<file path="src/rtl/vga_timing_pkg.sv">
// Shared VGA 640x480@60 timing constants and the phase encoding used by
// both the horizontal and vertical sequencers.
package vga_timing_pkg;

  localparam int CLK_DIV  = 4;
  localparam int H_ACTIVE = 640;
  localparam int H_FP     = 16;
  localparam int H_SYNC   = 96;
  localparam int H_BP     = 48;
  localparam int V_ACTIVE = 480;
  localparam int V_FP     = 10;
  localparam int V_SYNC   = 2;
  localparam int V_BP     = 33;

  localparam int H_TOTAL = H_ACTIVE + H_FP + H_SYNC + H_BP;
  localparam int V_TOTAL = V_ACTIVE + V_FP + V_SYNC + V_BP;

  localparam int H_SYNC_START = H_ACTIVE + H_FP;
  localparam int H_SYNC_END   = H_SYNC_START + H_SYNC - 1;
  localparam int V_SYNC_START = V_ACTIVE + V_FP;
  localparam int V_SYNC_END   = V_SYNC_START + V_SYNC - 1;

  typedef enum logic [1:0] {
    ACTIVE = 2'd0,
    FRONT  = 2'd1,
    SYNC   = 2'd2,
    BACK   = 2'd3
  } timing_state_t;

  // Advance one phase when the upcoming count hits that phase's first value.
  function automatic timing_state_t step_state(
    input timing_state_t cur,
    input logic [9:0]    cnt_next,
    input logic [9:0]    front_at,
    input logic [9:0]    sync_at,
    input logic [9:0]    back_at
  );
    timing_state_t nxt;
    nxt = cur;
    case (cur)
      ACTIVE:  if (cnt_next == front_at) nxt = FRONT;
      FRONT:   if (cnt_next == sync_at)  nxt = SYNC;
      SYNC:    if (cnt_next == back_at)  nxt = BACK;
      BACK:    if (cnt_next == 10'd0)    nxt = ACTIVE;
      default: nxt = ACTIVE;
    endcase
    return nxt;
  endfunction

endpackage

</file>
<file path="src/rtl/divisor_pixel.sv">
// Board-clock divider producing the pixel-rate enable, high while the
// counter sits on its last value.
module divisor_pixel #(
  parameter int CLK_DIV = 4
) (
  input  logic clk,
  input  logic reset,
  output logic tick
);

  localparam int CNT_W = (CLK_DIV > 1) ? $clog2(CLK_DIV) : 1;
  localparam logic [CNT_W-1:0] CNT_LAST = CNT_W'(CLK_DIV - 1);

  logic [CNT_W-1:0] div_cnt;

  always_ff @(posedge clk or negedge reset) begin
    if (!reset) begin
      div_cnt <= '0;
    end else if (div_cnt == CNT_LAST) begin
      div_cnt <= '0;
    end else begin
      div_cnt <= div_cnt + CNT_W'(1);
    end
  end

  assign tick = (div_cnt == CNT_LAST);

endmodule

</file>
<file path="src/rtl/sincronizacion_vga.sv">
// VGA timing generator: pixel/line counters, H/V phase sequencers and
// registered sync, blanking and marker outputs aligned to X/Y.
module sincronizacion_vga #(
  parameter int CLK_DIV  = vga_timing_pkg::CLK_DIV,
  parameter int H_ACTIVE = vga_timing_pkg::H_ACTIVE,
  parameter int H_FP     = vga_timing_pkg::H_FP,
  parameter int H_SYNC   = vga_timing_pkg::H_SYNC,
  parameter int H_BP     = vga_timing_pkg::H_BP,
  parameter int V_ACTIVE = vga_timing_pkg::V_ACTIVE,
  parameter int V_FP     = vga_timing_pkg::V_FP,
  parameter int V_SYNC   = vga_timing_pkg::V_SYNC,
  parameter int V_BP     = vga_timing_pkg::V_BP
) (
  input  logic       clk,
  input  logic       reset,
  output logic       hsync,
  output logic       vsync,
  output logic       video_on,
  output logic       pixel_tick,
  output logic [9:0] X,
  output logic [9:0] Y,
  output logic       line_end,
  output logic       frame_start
);

  import vga_timing_pkg::*;

  localparam logic [9:0] X_LAST  = 10'(H_ACTIVE + H_FP + H_SYNC + H_BP - 1);
  localparam logic [9:0] X_FRONT = 10'(H_ACTIVE);
  localparam logic [9:0] X_SYNC  = 10'(H_ACTIVE + H_FP);
  localparam logic [9:0] X_BACK  = 10'(H_ACTIVE + H_FP + H_SYNC);
  localparam logic [9:0] Y_LAST  = 10'(V_ACTIVE + V_FP + V_SYNC + V_BP - 1);
  localparam logic [9:0] Y_FRONT = 10'(V_ACTIVE);
  localparam logic [9:0] Y_SYNC  = 10'(V_ACTIVE + V_FP);
  localparam logic [9:0] Y_BACK  = 10'(V_ACTIVE + V_FP + V_SYNC);

  logic          tick_next;
  logic [9:0]    x_next;
  logic [9:0]    y_next;
  timing_state_t h_state;
  timing_state_t h_state_next;
  timing_state_t v_state;
  timing_state_t v_state_next;

  divisor_pixel #(
    .CLK_DIV(CLK_DIV)
  ) u_divisor_pixel (
    .clk  (clk),
    .reset(reset),
    .tick (tick_next)
  );

  always_comb begin
    x_next = X;
    y_next = Y;
    if (tick_next) begin
      if (X == X_LAST) begin
        x_next = '0;
        y_next = (Y == Y_LAST) ? 10'd0 : Y + 10'd1;
      end else begin
        x_next = X + 10'd1;
      end
    end
  end

  // Reset parks both sequencers in BACK to match the last-position counters.
  always_ff @(posedge clk or negedge reset) begin
    if (!reset) begin
      h_state <= BACK;
      v_state <= BACK;
    end else begin
      h_state <= h_state_next;
      v_state <= v_state_next;
    end
  end

  always_comb begin
    h_state_next = step_state(h_state, x_next, X_FRONT, X_SYNC, X_BACK);
    v_state_next = step_state(v_state, y_next, Y_FRONT, Y_SYNC, Y_BACK);
  end

  // Outputs decode the next phase so they change on the same edge as X/Y.
  always_ff @(posedge clk or negedge reset) begin
    if (!reset) begin
      X           <= X_LAST;
      Y           <= Y_LAST;
      hsync       <= 1'b1;
      vsync       <= 1'b1;
      video_on    <= 1'b0;
      pixel_tick  <= 1'b0;
      line_end    <= 1'b0;
      frame_start <= 1'b0;
    end else begin
      X           <= x_next;
      Y           <= y_next;
      hsync       <= (h_state_next != SYNC);
      vsync       <= (v_state_next != SYNC);
      video_on    <= (h_state_next == ACTIVE) && (v_state_next == ACTIVE);
      pixel_tick  <= tick_next;
      line_end    <= tick_next && (X == X_LAST);
      frame_start <= tick_next && (X == X_LAST) && (Y == Y_LAST);
    end
  end

endmodule

</file>
<file path="config.mk">
export PLATFORM = sky130hd
export DESIGN_NAME = sincronizacion_vga
export DESIGN_NICKNAME = d
export VERILOG_FILES = /design/src/rtl/vga_timing_pkg.sv /design/src/rtl/divisor_pixel.sv /design/src/rtl/sincronizacion_vga.sv
export SDC_FILE = /design/constraint.sdc
export NUM_CORES = 1
export LEC_CHECK = 0
export CORE_ASPECT_RATIO = 0.75
export CORE_UTILIZATION = 48
export CTS_CLUSTER_SIZE = 8
export DETAILED_ROUTE_END_ITERATION = 6
export MAX_ROUTING_LAYER = met4
export PLACE_DENSITY = 0.83
export SYNTH_ARGS = -nofsm -noshare
export SYNTH_HDL_FRONTEND = slang
export SYNTH_SLANG_ARGS = --single-unit
</file>
<file path="constraint.sdc">
create_clock -name clk -period 2.25 [get_ports clk]
set_input_delay 0.675 -clock clk [delete_from_list [all_inputs] [get_ports clk]]
set_output_delay 0.675 -clock clk [all_outputs]
set_load 0.03 [all_outputs]
</file>
==> results.json <==
{
  "final_area_um2": 2870,
  "clk_latency_ns": 0.29,
  "cts_max_path_buffers": 2,
  "die_w_um": 73.1,
  "maxCapViolCount": 0,
  "crit_type": "reg -> reg",
  "vias": 1944,
  "antenna_found_initial": 0,
  "grt_pass1_vias": 1816,
  "grt_pass1_wl_um": 9700,
  "critPathCaptureType": "flip-flop",
  "synth_xor_area_frac": 0.0482,
  "p_leak_nw": 1.29,
  "fin_ws_ns": -0.302,
  "hold_violations": 0,
  "final_nets": 258,
  "synth_edf_count": 0,
  "synth_fa_ha_area_frac": 0.0275,
  "viasPerCell": 6.42,
  "path_clk_slew_ns": 0.07,
  "synth_cell_types": 52,
  "numCtsBuffers": 5,
  "min_path_cells": 1,
  "r2r_end": "v_state[0]",
  "multi_input_area_um2": 1170,
  "synthFlopType": "dfstp_2",
  "power.total_mw": 1.21,
  "synth.net_count": 181,
  "drtIter0Drc": 283,
  "cp.required_ns": 2.47,
  "place_area_um2": 2390,
  "n_fill_cell": 171,
  "min_from": "h_state[0]",
  "layout-drive-gt1-share": 0.462,
  "async_flop_share": 1.00,
  "violations": "setup timing",
  "synth-seq-area-share": 0.451,
  "htree_levels": 2,
  "tritoncts": "done",
  "crit_arrival_ns": 2.77,
  "cp_max_fo": 7,
  "seqCellArea_um2": 825,
  "diodes": 0,
  "fmax_mhz": 392,
  "root_buffer": "clkbuf_8",
  "overflow": 0,
  "max_slew.worst_pin.slew_ns": 0.419,
  "io_pins": 28,
  "reg2reg_slack_ns": -0.30,
  "syn_area_um2": 1820,
  "post_drt_wl_per_cell_um": 22.3,
  "synth_top_family_by_area": "simple AND/OR/NAND/NOR gates",
  "synthToLayoutAreaGrowth_pct": 57.7,
  "status": "finished, violations left",
  "dpl.hpwl_um": 3450,
  "fin_crit_ns": 2.55,
  "maxSlewViolCount": 0,
  "muxShareOfSynthArea": 0.0110,
  "synth-simple-area-share": 0.284,
  "powerDensity_nw_per_um2": 421,
  "drt_wl_total_um": 6760,
  "rows": 18,
  "r2r_cells": 10,
  "hold_path.class": "reg -> reg",
  "syn_area_per_cell_um2": 10.4,
  "ant_nets": 0,
  "chipHeight_um": 55.3,
  "synth-seq-cells": 32,
  "r2r_start": "X[0]",
  "first_pass_iters": 5,
  "start_util": 0.528,
  "synth_cells": 175,
  "drc": 0,
  "period_share": 1.13,
  "rsz0062_at_grt": "yes",
  "grt_max_degree": 33,
  "yosysWarnings": 0,
  "track_usage": 0.337,
  "place_congestion": 0.986,
  "synth-compound-area-share": 0.137,
  "die_area_um2": 4040,
  "coreArea_um2": 3450,
  "hold_path_end": "h_state[0]",
  "ir_drop_uv": 474,
  "skew_ns": 0.00755,
  "port_buffers": 27,
  "maxSlewHeadroom": 0.717,
  "setup_viol": 7,
  "startpoint_type": "flip-flop",
  "cts.sinks": 32
}
-- sequential cells by signal, indices dropped and copies added (netlist names) --
signal                   flops
h_state                      2
hsync                        1
X                           10
line_end                     1
pixel_tick                   1
vsync                        1
u_divisor_pixel.div_cnt      2
Y                           10
video_on                     1
frame_start                  1
v_state                      2
-- what timing repair did --
| action | in CTS | in global routing |
|---|---|---|
| setup buffers | 13 | 2 |
| hold endpoints to repair | 0 | 0 |
| endpoints found under the setup margin | 15 | 11 |
| pin swaps | 15 | 6 |
| gates resized for setup | 38 | 20 |
| hold buffers | 0 | 0 |
-- per-stage QoR --
stage                      util  setup WS [ns]  std cells  hold slack (ns)  setup TNS [ns]
after floorplan               -        -0.0304        175            0.379         -0.0304
after global placement    0.694        -0.0580        280            0.413         -0.0580
after detailed placement  0.694         -0.112        280            0.424          -0.307
after CTS                 0.798         -0.104        301            0.531          -0.318
after global routing      0.832         -0.355        303            0.559           -1.79
final                     0.832         -0.302        303            0.540           -1.37
-- placed cells by master, fill, tap and decap left out, drive strengths merged, types with 3 or more instances in the layout --
| cell type | synthesis | layout |
|---|---|---|
| xnor2 | 7 | 7 |
| or3 | 4 | 4 |
| dfrtp | 16 | 16 |
| o31ai | 3 | 3 |
| dfstp | 16 | 16 |
| inv | 6 | 6 |
| nand3b | 3 | 3 |
| nor3 | 4 | 4 |
| nand2b | 4 | 4 |
| ha | 4 | 4 |
| clkbuf | 0 | 7 |
| nor2 | 11 | 11 |
| buf | 5 | 48 |
| nand2 | 13 | 13 |
| nand3 | 7 | 7 |
| and3 | 4 | 4 |
| xor2 | 3 | 3 |
| and4 | 4 | 4 |
| nor4 | 6 | 6 |
| dlymetal6s2s | 0 | 4 |
| nand4 | 10 | 10 |
| clkdlybuf4s50 | 0 | 16 |
| o21ai | 10 | 10 |
| dlygate4sd2 | 0 | 7 |
| a21oi | 10 | 10 |
-- cells in the mapped netlist, drive strengths merged (2+ instances only) --
cell type  instances  area [um^2]
xor2               3         26.3
dfrtp             16          400
nand4             10         75.1
and3               4         25.0
or3                4         25.0
nor3               4         25.0
dfstp             16          420
a21oi             10         53.8
nor2b              2         12.5
nand3              7         47.6
nor4b              2         47.6
nand3b             3         22.5
o21ai             10         53.8
nor4               6         43.8
nor2              11         41.3
nand2             13         51.3
ha                 4         50.1
a21o               2         15.0
and4               4         35.0
o31ai              3         27.5
o211ai             2         15.0
buf                5         42.5
mux2i              2         20.0
xnor2              7         61.3
nand2b             4         25.0
inv                6         22.5
-- power by group --
part	internal [mW]	total [mW]	switching (mW)
combinational	0.00265	0.0136	0.0110
sequential	0.577	0.577	0
clock	0.391	0.615	0.225
total	0.970	1.21	0.236
-- worst max-delay path, stage by stage (launching register included) --
cell and delay (ns):
dfstp_2 0.60, ha_4 0.16, and3_4 0.22, nand3_4 0.13, clkinv_8 0.11, o21ai_2 0.06
a22o_1 0.33, buf_4 0.17, a21oi_1 0.27, nand3_2 0.11, a221o_1 0.31
-- cells by family after synthesis --
| family | count (synthesis) |
|---|---|
| AND/OR/NAND/NOR | 78 |
| AO/OA/AOI/OAI | 37 |
| flip-flops | 32 |
| buffers and inverters | 12 |
| XOR/XNOR | 10 |
| adder cells (fa/ha/maj) | 4 |
| multiplexers | 2 |
-- layout make-up --
| type | instances | share of cell area |
|---|---|---|
| timing repair buffer | 75 | 0.226 |
| sequential | 32 | 0.288 |
| multi-input combinational | 131 | 0.407 |
| inverter | 7 | 0.0135 |
| tap | 50 | 0.0218 |
| clock buffer | 7 | 0.0336 |
| clock inverter | 1 | 0.0105 |
-- per-layer routing --
metal / vias up / global-route usage / wire (um)
met1: 920 / 0.455 / 2770
met5: - / - / 0
met2: 167 / 0.499 / 2980
met4: 0 / 0.134 / 395
met3: 50 / 0.0657 / 616
li1: 807 / - / -
-- how the worst max path moves through the flow --
stage / endpoint / from / slack, ns / depth (start not counted)
2_1_floorplan: v_state[0] / X[1] / -0.03 / 9
5_1_grt: video_on / X[0] / -0.35 / 9
3_5_place_dp: v_state[0] / X[1] / -0.11 / 9
4_1_cts: video_on / X[0] / -0.10 / 9
3_3_place_gp: v_state[0] / X[1] / -0.06 / 9
6_report: v_state[0] / X[0] / -0.30 / 10
No activity file was read; power rests on OpenSTA's default activity.
